--- config.mk ---
export PLATFORM = sky130hd
export DESIGN_NAME = matvec_out_packer
export DESIGN_NICKNAME = d
export VERILOG_FILES = /design/src/rtl/matvec_out_packer.sv
export SDC_FILE = /design/constraint.sdc
export NUM_CORES = 1
export LEC_CHECK = 0
export ABC_CLOCK_PERIOD_IN_PS = 2200
export BUFFER_PORTS_ARGS = -buffer_cell sky130_fd_sc_hd__buf_2
export CAP_MARGIN = 20
export CORE_MARGIN = 4
export CORE_UTILIZATION = 25
export DETAILED_ROUTE_END_ITERATION = 8
export GPL_TIMING_DRIVEN = 0
export PLACE_DENSITY_LB_ADDON = 0.08
export SKIP_CTS_REPAIR_TIMING = 1
export SYNTH_ARGS = -nofsm -noshare
export SYNTH_HDL_FRONTEND = slang
export SYNTH_SLANG_ARGS = --single-unit
--- constraint.sdc ---
create_clock -name clk -period 2.2 [get_ports clk]
set_clock_uncertainty 0.15 [all_clocks]
set_input_delay 0.11 -clock clk [delete_from_list [all_inputs] [get_ports clk]]
set_output_delay 0.11 -clock clk [all_outputs]
set_load 0.01 [all_outputs]
--- src/rtl/matvec_out_packer.sv ---
// Output stage for the matvec y-element stream: optional rounding shift, saturation to OUT_W,
// vector index/last tagging, and a small FIFO that absorbs short consumer backpressure.
module matvec_out_packer #(
   parameter int IN_W    = 28,
   parameter int OUT_W   = 16,
   parameter int VEC_LEN = 3,
   parameter int DEPTH   = 4,
   parameter int SHIFT   = 0
) (
   input  logic                    clk,
   input  logic                    reset,
   input  logic                    in_valid,
   output logic                    in_ready,
   input  logic signed [IN_W-1:0]  in_data,
   output logic                    out_valid,
   input  logic                    out_ready,
   output logic signed [OUT_W-1:0] out_data,
   output logic [1:0]              out_idx,
   output logic                    out_last,
   output logic                    out_sat,
   output logic [15:0]             sat_count
);

   localparam int AW = (DEPTH > 1) ? $clog2(DEPTH) : 1;
   localparam logic [AW:0] FULL_CNT = (AW + 1)'(DEPTH);
   localparam logic [1:0]  LAST_IDX = 2'(VEC_LEN - 1);
   localparam int RSH = (SHIFT > 0) ? SHIFT - 1 : 0;
   localparam logic signed [IN_W:0] RND  = (IN_W + 1)'(1) << RSH;
   localparam logic signed [IN_W:0] MAXV = {{(IN_W - OUT_W + 2){1'b0}}, {(OUT_W - 1){1'b1}}};
   localparam logic signed [IN_W:0] MINV = {{(IN_W - OUT_W + 2){1'b1}}, {(OUT_W - 1){1'b0}}};

   logic signed [OUT_W-1:0] mem_data [DEPTH];
   logic [1:0]              mem_idx  [DEPTH];
   logic                    mem_sat  [DEPTH];

   logic [AW-1:0] wr_ptr, rd_ptr;
   logic [AW:0]   count;
   logic [1:0]    idx_cnt;

   logic signed [IN_W:0]    ext, r;
   logic signed [OUT_W-1:0] sat_data;
   logic                    sat_flag;
   logic                    push, pop;

   assign push = in_valid && in_ready;
   assign pop  = out_valid && out_ready;

   // Extra headroom bit keeps the rounding add from overflowing at the top of the input range.
   always_comb begin
      ext      = {in_data[IN_W-1], in_data};
      r        = ext;
      sat_data = '0;
      sat_flag = 1'b0;
      if (SHIFT > 0) begin
         r = (ext + RND) >>> SHIFT;
      end
      if (r > MAXV) begin
         sat_data = {1'b0, {(OUT_W - 1){1'b1}}};
         sat_flag = 1'b1;
      end else if (r < MINV) begin
         sat_data = {1'b1, {(OUT_W - 1){1'b0}}};
         sat_flag = 1'b1;
      end else begin
         sat_data = r[OUT_W-1:0];
      end
   end

   always_ff @(posedge clk) begin
      if (reset) begin
         wr_ptr    <= '0;
         rd_ptr    <= '0;
         count     <= '0;
         idx_cnt   <= '0;
         sat_count <= '0;
      end else begin
         if (push) begin
            wr_ptr  <= wr_ptr + 1'b1;
            idx_cnt <= (idx_cnt == LAST_IDX) ? 2'd0 : idx_cnt + 2'd1;
            if (sat_flag && (sat_count != '1)) begin
               sat_count <= sat_count + 16'd1;
            end
         end
         if (pop) begin
            rd_ptr <= rd_ptr + 1'b1;
         end
         if (push && !pop) begin
            count <= count + 1'b1;
         end else if (pop && !push) begin
            count <= count - 1'b1;
         end
      end
   end

   // Storage is left unreset; the outputs are gated by out_valid instead.
   always_ff @(posedge clk) begin
      if (push) begin
         mem_data[wr_ptr] <= sat_data;
         mem_idx[wr_ptr]  <= idx_cnt;
         mem_sat[wr_ptr]  <= sat_flag;
      end
   end

   assign in_ready  = (count < FULL_CNT);
   assign out_valid = (count != '0);
   assign out_data  = out_valid ? mem_data[rd_ptr] : '0;
   assign out_idx   = out_valid ? mem_idx[rd_ptr] : 2'd0;
   assign out_sat   = out_valid && mem_sat[rd_ptr];
   assign out_last  = out_valid && (mem_idx[rd_ptr] == LAST_IDX);

endmodule
==> results of run 1 <==
logic make-up after synthesis:
group,Yosys count,share of synthesized area (%)
AOI/OAI and AO/OA,50,7.48
xor gates and xnor gates,6,1.19
DFF,103,64.1
adders and majority gates,7,2.16
muxes,21,10.2
buffers and inverters,25,2.81
and+or+nand+nor,89,12.0
state kept, by name, indices dropped and copies added, names as in the netlist, named ones only:
register	flops
wr_ptr	2
mem_idx	8
rd_ptr	2
idx_cnt	2
sat_count	16
count	3
mem_data	64
mem_sat	4
metrics by stage:
step,TNS (ns),area [µm²],util [%]
after global routing,-0.0532,5640,32.6
after CTS,-9.29,5390,31.1
after global placement,-16.20,5020,29.0
final,0,5640,32.6
after floorplan,0,4400,-
after detailed placement,-8.76,5090,29.4
layout make-up:
| type | instances | area share (%) |
|---|---|---|
| Sequential cell | 103 | 50.3 |
| Inverter | 10 | 0.709 |
| Buffer | 14 | 2.08 |
| Clock buffer | 9 | 3.99 |
| Timing Repair Buffer | 89 | 10.3 |
| Clock inverter | 6 | 1.22 |
| Tap cell | 225 | 4.99 |
| Multi-Input combinational cell | 173 | 26.4 |
worst reg2reg max path, cell delays in order (launching register included):
cell	delay, ns
dfxtp_2	0.34
or3_4	0.42
nand2_4	0.08
ha_4	0.13
inv_1	0.05
fa_2	0.33
xor2_1	0.15
or3_1	0.36
a21oi_2	0.11
Yosys cell counts:
cell / instances / share of area [%]
a21o_1: 1 / 0.17
a21oi_1: 15 / 1.7
a21oi_2: 3 / 0.60
and2_1: 23 / 3.3
and3_1: 3 / 0.43
buf_12: 1 / 0.45
buf_2: 2 / 0.23
buf_8: 1 / 0.34
clkbuf_1: 11 / 0.94
dfxtp_1: 27 / 12
edfxtp_1: 76 / 52
fa_1: 1 / 0.45
ha_1: 6 / 1.7
inv_1: 8 / 0.68
inv_2: 2 / 0.17
mux2i_1: 2 / 0.45
mux4_2: 19 / 9.7
nand2_1: 10 / 0.85
nand3_1: 8 / 0.91
nand4_1: 7 / 1.0
nand4_2: 1 / 0.28
nand4b_4: 1 / 0.54
nor2_1: 13 / 1.1
nor2b_1: 1 / 0.14
nor3_1: 1 / 0.11
nor4_1: 4 / 0.57
o21a_1: 15 / 2.6
o21ai_0: 2 / 0.23
o21ai_1: 3 / 0.34
o31ai_1: 11 / 1.9
or3_1: 6 / 0.85
or4_1: 10 / 1.7
or4_4: 1 / 0.26
xnor2_1: 1 / 0.20
xor2_1: 5 / 1.0
report_power, final:
group / total [mW] / internal [mW] / switching (mW) / leakage, nW
Combinational: 1.97 / 0.988 / 0.982 / 0.925
Clock: 1.59 / 0.884 / 0.711 / 0.142
Sequential: 2.44 / 2.33 / 0.110 / 0.923
placed cells by master (no fill, tap or decap), types with 8 or more instances in the layout:
master     synthesis  routed
a21oi_1           15      14
and2_1            23      22
buf_2              2      68
buf_4              0      10
clkbuf_1          11       8
clkbuf_16          0      10
dfxtp_1           27      16
dfxtp_2            0      10
edfxtp_1          76      76
inv_1              8       8
mux4_2            19      19
nand2_1           10       8
nand3_1            8       8
nor2_1            13      13
o21a_1            15      15
o31ai_1           11      11
or4_1             10      10
routing by layer:
| metal | vias up | routed length (µm) | GRT usage (%) |
|---|---|---|---|
| li1 | 1357 | - | - |
| met1 | 1378 | 4770 | 14.3 |
| met2 | 59 | 4910 | 16.8 |
| met3 | 11 | 435 | 3.02 |
| met4 | 0 | 171 | 3.98 |
| met5 | - | 0 | 0 |
final timing paths:
path | end
worst max-delay path | count[2]
worst min-delay path | mem_data[0][5]
worst max register to register | count[2]
worst min register to register | wr_ptr[1]
==> impl_metrics.ini, run 1 <==
[sta]
final_hold_viol_count = 3
report.final.slew_viol_count = 0
relSlewSlack_pct = 39.6
worstMarginPinSlew_ns = 0.899
holdWs_ns = -0.000177
fmaxAchievable_ghz = 0.460
setup_viol = 0
fin_crit_ns = 2.17
finalCritPeriodShare_pct = 98.8
setup_slack_ns = 0.0272
grt_setup_unrepaired = true

[grt]
grt_start_max_net_pins = 20
overflow = 0
track_usage_pct = 10.8
grt_pass1_vias = 2763
grt_first_pass_wirelength_um = 16100
antenna_found_initial = 0

[clock_network]
cts.path.max_buffers = 2
cts_root_buf = clkbuf_16
cts.sinks = 103
clock_latency_ns = 0.35
cts.clk_slew.worst_paths_ns = 0.07
htree_levels = 3
numCtsBuffers = 9
cts_tree = yes

[drt]
firstDrtPassIters = 4
wirelength_um = 10300
drc_errors = 0
num_vias = 2805
drt_iter0_drc = 124
postRouteAntennaNets = 0
viasPerCell = 4.46
wl_per_cell_um = 16.3

[setup_path]
startpoint = count[1]
timing_worst_setup_path_type = reg -> reg
cp_slowest_stage_delay_ns = 0.41
startpoint_type = register
r2r_start = count[1]
cp.depth = 8
critical_path.max_fanout = 3
cpMaxStageDelayCell = or3_4
r2r_setup_slack_ns = 0.03
arrival_ns = 2.30
cp_cell_sequence = or3_4, nand2_4, ha_4, inv_1, fa_2, xor2_1, or3_1, a21oi_2
cpLargestDelayFamily = simple AND/OR/NAND/NOR gates
reg2reg_depth = 8
crit_buf_inv = 1
crit_required_ns = 2.33
crit_path_end_kind = register

[logic_synthesis]
ys_ff_latch = 103
seq_area_frac_synth_pct = 64.1
ys_warn_count = 0
synth_cells = 301
synth.avg_cell_area_um2 = 14.6
netlist_area_mm2 = 0.00440
synth_nets = 340
synth_cell_types = 35

[cells_and_area]
drive_gt1_share_pct = 36.9
n_fill_cell = 1765
final_cells = 629
register_area_mm2 = 0.00284
finalNetCount = 439
syn2layout_area_growth_pct = 28.3
multiInputGateArea_mm2 = 0.00149
num_antenna_cells = 0

[worst_hold_path]
holdCritStartpoint = in_data[5]
hold_class = in -> reg
whs_path_depth = 2

[die]
die_w_um = 141
dieArea_mm2 = 0.0198
fp.dieH_um = 141
rows = 48
start_util_pct = 25.4
core_mm2 = 0.0173
pin_count = 70

[placement]
gp_congestion = 0.675
place_inst = 597
io_buffers = 68
dp_hpwl_um = 6940
dp_worst_setup_slack_ns = -0.327

[power_and_ir_drop]
power_per_cell_area_mw_per_mm2 = 1060
ir_worst_vdd_mv = 0.419
total_power_mw = 6.01
p_leak_nw = 1.99

[status]
violations = negative hold slack
status = finished with violations

[flow_run]
maxCapViolCount = 0
Note: power is estimated with default switching activity, not from simulation.
==> inputs of run 2 (changes only) <==
- CELL_PAD_IN_SITES_DETAIL_PLACEMENT: not set -> 1
- CELL_PAD_IN_SITES_GLOBAL_PLACEMENT: not set -> 1
==> impl_metrics.ini, run 2 (same netlist as run 1, synthesis figures left out) <==
[setup_path]
cp.depth = 8
r2r_start = count[0]
cp_cell_sequence = or3_4, nand2_4, ha_4, inv_2, fa_2, xor2_2, or3_1, a21oi_1
cpLargestDelayFamily = simple AND/OR/NAND/NOR gates
critical_path.max_fanout = 4
cp_slowest_stage_delay_ns = 0.42
startpoint_type = register
reg2reg_depth = 8
crit_required_ns = 2.32
crit_path_end_kind = register
r2r-end = count[2]
crit_buf_inv = 1
r2r_setup_slack_ns = 0.03
timing_worst_setup_path_type = reg -> reg
cpMaxStageDelayCell = or3_4
arrival_ns = 2.29

[die]
start_util_pct = 25.4
dieArea_mm2 = 0.0198
rows = 48
fp.dieH_um = 141
pin_count = 70
die_w_um = 141
core_mm2 = 0.0173

[placement]
place_area_mm2 = 0.00512
io_buffers = 68
place_inst = 598
gp_congestion = 0.702
dp_hpwl_um = 7600

[drt]
wl_per_cell_um = 17.3
viasPerCell = 4.50
wirelength_um = 11000
postRouteAntennaNets = 0
num_vias = 2865
drc_errors = 0
drt_iter0_drc = 114
firstDrtPassIters = 4

[power_and_ir_drop]
power_frac_seq_pct = 40.2
combPwrFrac_pct = 33.3
p_leak_nw = 2.03
power_frac_clock_pct = 26.5
power_per_cell_area_mw_per_mm2 = 1060
swShare_pct = 30.2
ir_worst_vdd_mv = 0.377
p_sw_mw = 1.83
p_int_mw = 4.24

[sta]
finalCritPeriodShare_pct = 98.6
fin_crit_ns = 2.17
report.final.slew_viol_count = 0
tns_ns = 0
grt_setup_unrepaired = true
fmaxAchievable_ghz = 0.461
holdWs_ns = 0.00246
final_hold_viol_count = 0
worstMarginPinSlew_ns = 0.801
relSlewSlack_pct = 46.1
setup_viol = 0

[cells_and_area]
finalNetCount = 446
num_antenna_cells = 0
top_register = mem_data
register_area_mm2 = 0.00284
multiInputGateArea_mm2 = 0.00150
drive_gt1_share_pct = 36.4
mostFrequentLayoutCell = edfxtp_1
reg.largest.list = mem_data: 64 flops, sat_count: 16 flops, mem_idx: 8 flops
largest_reg_flops = 64
n_fill_cell = 1858
final_cell_mix = edfxtp_1 (76), buf_2 (68), and2_1 (23)
syn2layout_area_growth_pct = 30.4
final_cells = 637
final_cell_area_mm2 = 0.00574

[worst_hold_path]
hold_path_end = mem_data[0][9]
hold_class = in -> reg
holdCritStartpoint = in_data[9]
whs_path_depth = 2

[flow_run]
maxCapViolCount = 0

[grt]
grt_first_pass_wirelength_um = 17400
overflow = 0
track_usage_pct = 11.5
grt_start_max_net_pins = 18
antenna_found_initial = 0
grt_pass1_vias = 3143

[clock_network]
htree_levels = 3
cts.path.max_buffers = 2
cts_tree = yes
numCtsBuffers = 9
clock_latency_ns = 0.34
cts_root_buf = clkbuf_16
cts.sinks = 103
cts.clk_slew.worst_paths_ns = 0.07

[status]
status = finished, final reports clean
==> run 2: changes by cell type in the layout (fill, tap and decap cells not counted), sizes merged <==
cell / change
clkbuf: +1
buf: +5
dlygate4sd3: +2
==> run 2: per-stage QoR <==
| step | setup slack, ns | utilization (%) | power (mW) |
|---|---|---|---|
| CTS | -0.680 | 31.3 | 5.94 |
| global placement | -0.291 | 29.0 | 4.21 |
| finish | 0.0315 | 33.2 | 6.08 |
| floorplan | 0.00623 | - | 3.55 |
| detailed placement | -0.288 | 29.6 | 4.29 |
| global route | -0.0553 | 33.2 | 6.51 |
==> run 2: cell type report <==
| class | count | share of cell area (%) |
|---|---|---|
| multi-input combinational | 173 | 26.2 |
| clock inverter | 6 | 1.20 |
| timing repair buffer | 96 | 11.5 |
| sequential | 103 | 49.5 |
| buffer | 14 | 2.03 |
| inverter | 10 | 0.698 |
| tap | 225 | 4.91 |
| clock buffer | 10 | 3.99 |
==> run 2: worst max-delay path by stage <==
stage                     startpoint  slack, ns           end
after floorplan             count[2]      0.006      count[2]
after global placement      register      -0.29  out_data[13]
after detailed placement    register      -0.29   out_data[8]
after CTS                   register      -0.68   out_data[8]
after global routing        count[0]      -0.06      count[2]
final                       count[0]       0.03      count[2]
==> run 2: worst register-to-register path, delay by kind of cell (launching register included) <==
kind                     cells  cell delay (ns)
flip-flops                   1             0.35
XOR/XNOR                     1             0.15
AND/OR/NAND/NOR              3             0.82
adder cells (fa/ha/maj)      2             0.47
buffers and inverters        1             0.04
AO/OA/AOI/OAI                1             0.12
==> run 2: power groups by stage <==
stage | clock [mW] | combinational [mW] | sequential [mW]
2_1_floorplan | 0 | 1.11 | 2.44
3_3_place_gp | 0 | 1.75 | 2.46
3_5_place_dp | 0 | 1.83 | 2.46
4_1_cts | 1.69 | 1.83 | 2.42
5_1_grt | 1.78 | 2.26 | 2.47
6_report | 1.61 | 2.02 | 2.44
==> run 2: routing by layer <==
layer	wire, µm	vias to the layer above	track usage (%)	part of all wire [%]
li1	-	1377	-	-
met1	4860	1427	14.6	44
met2	5620	49	19.5	51
met3	309	12	1.90	2.8
met4	209	0	4.90	1.9
met5	0	-	0	0
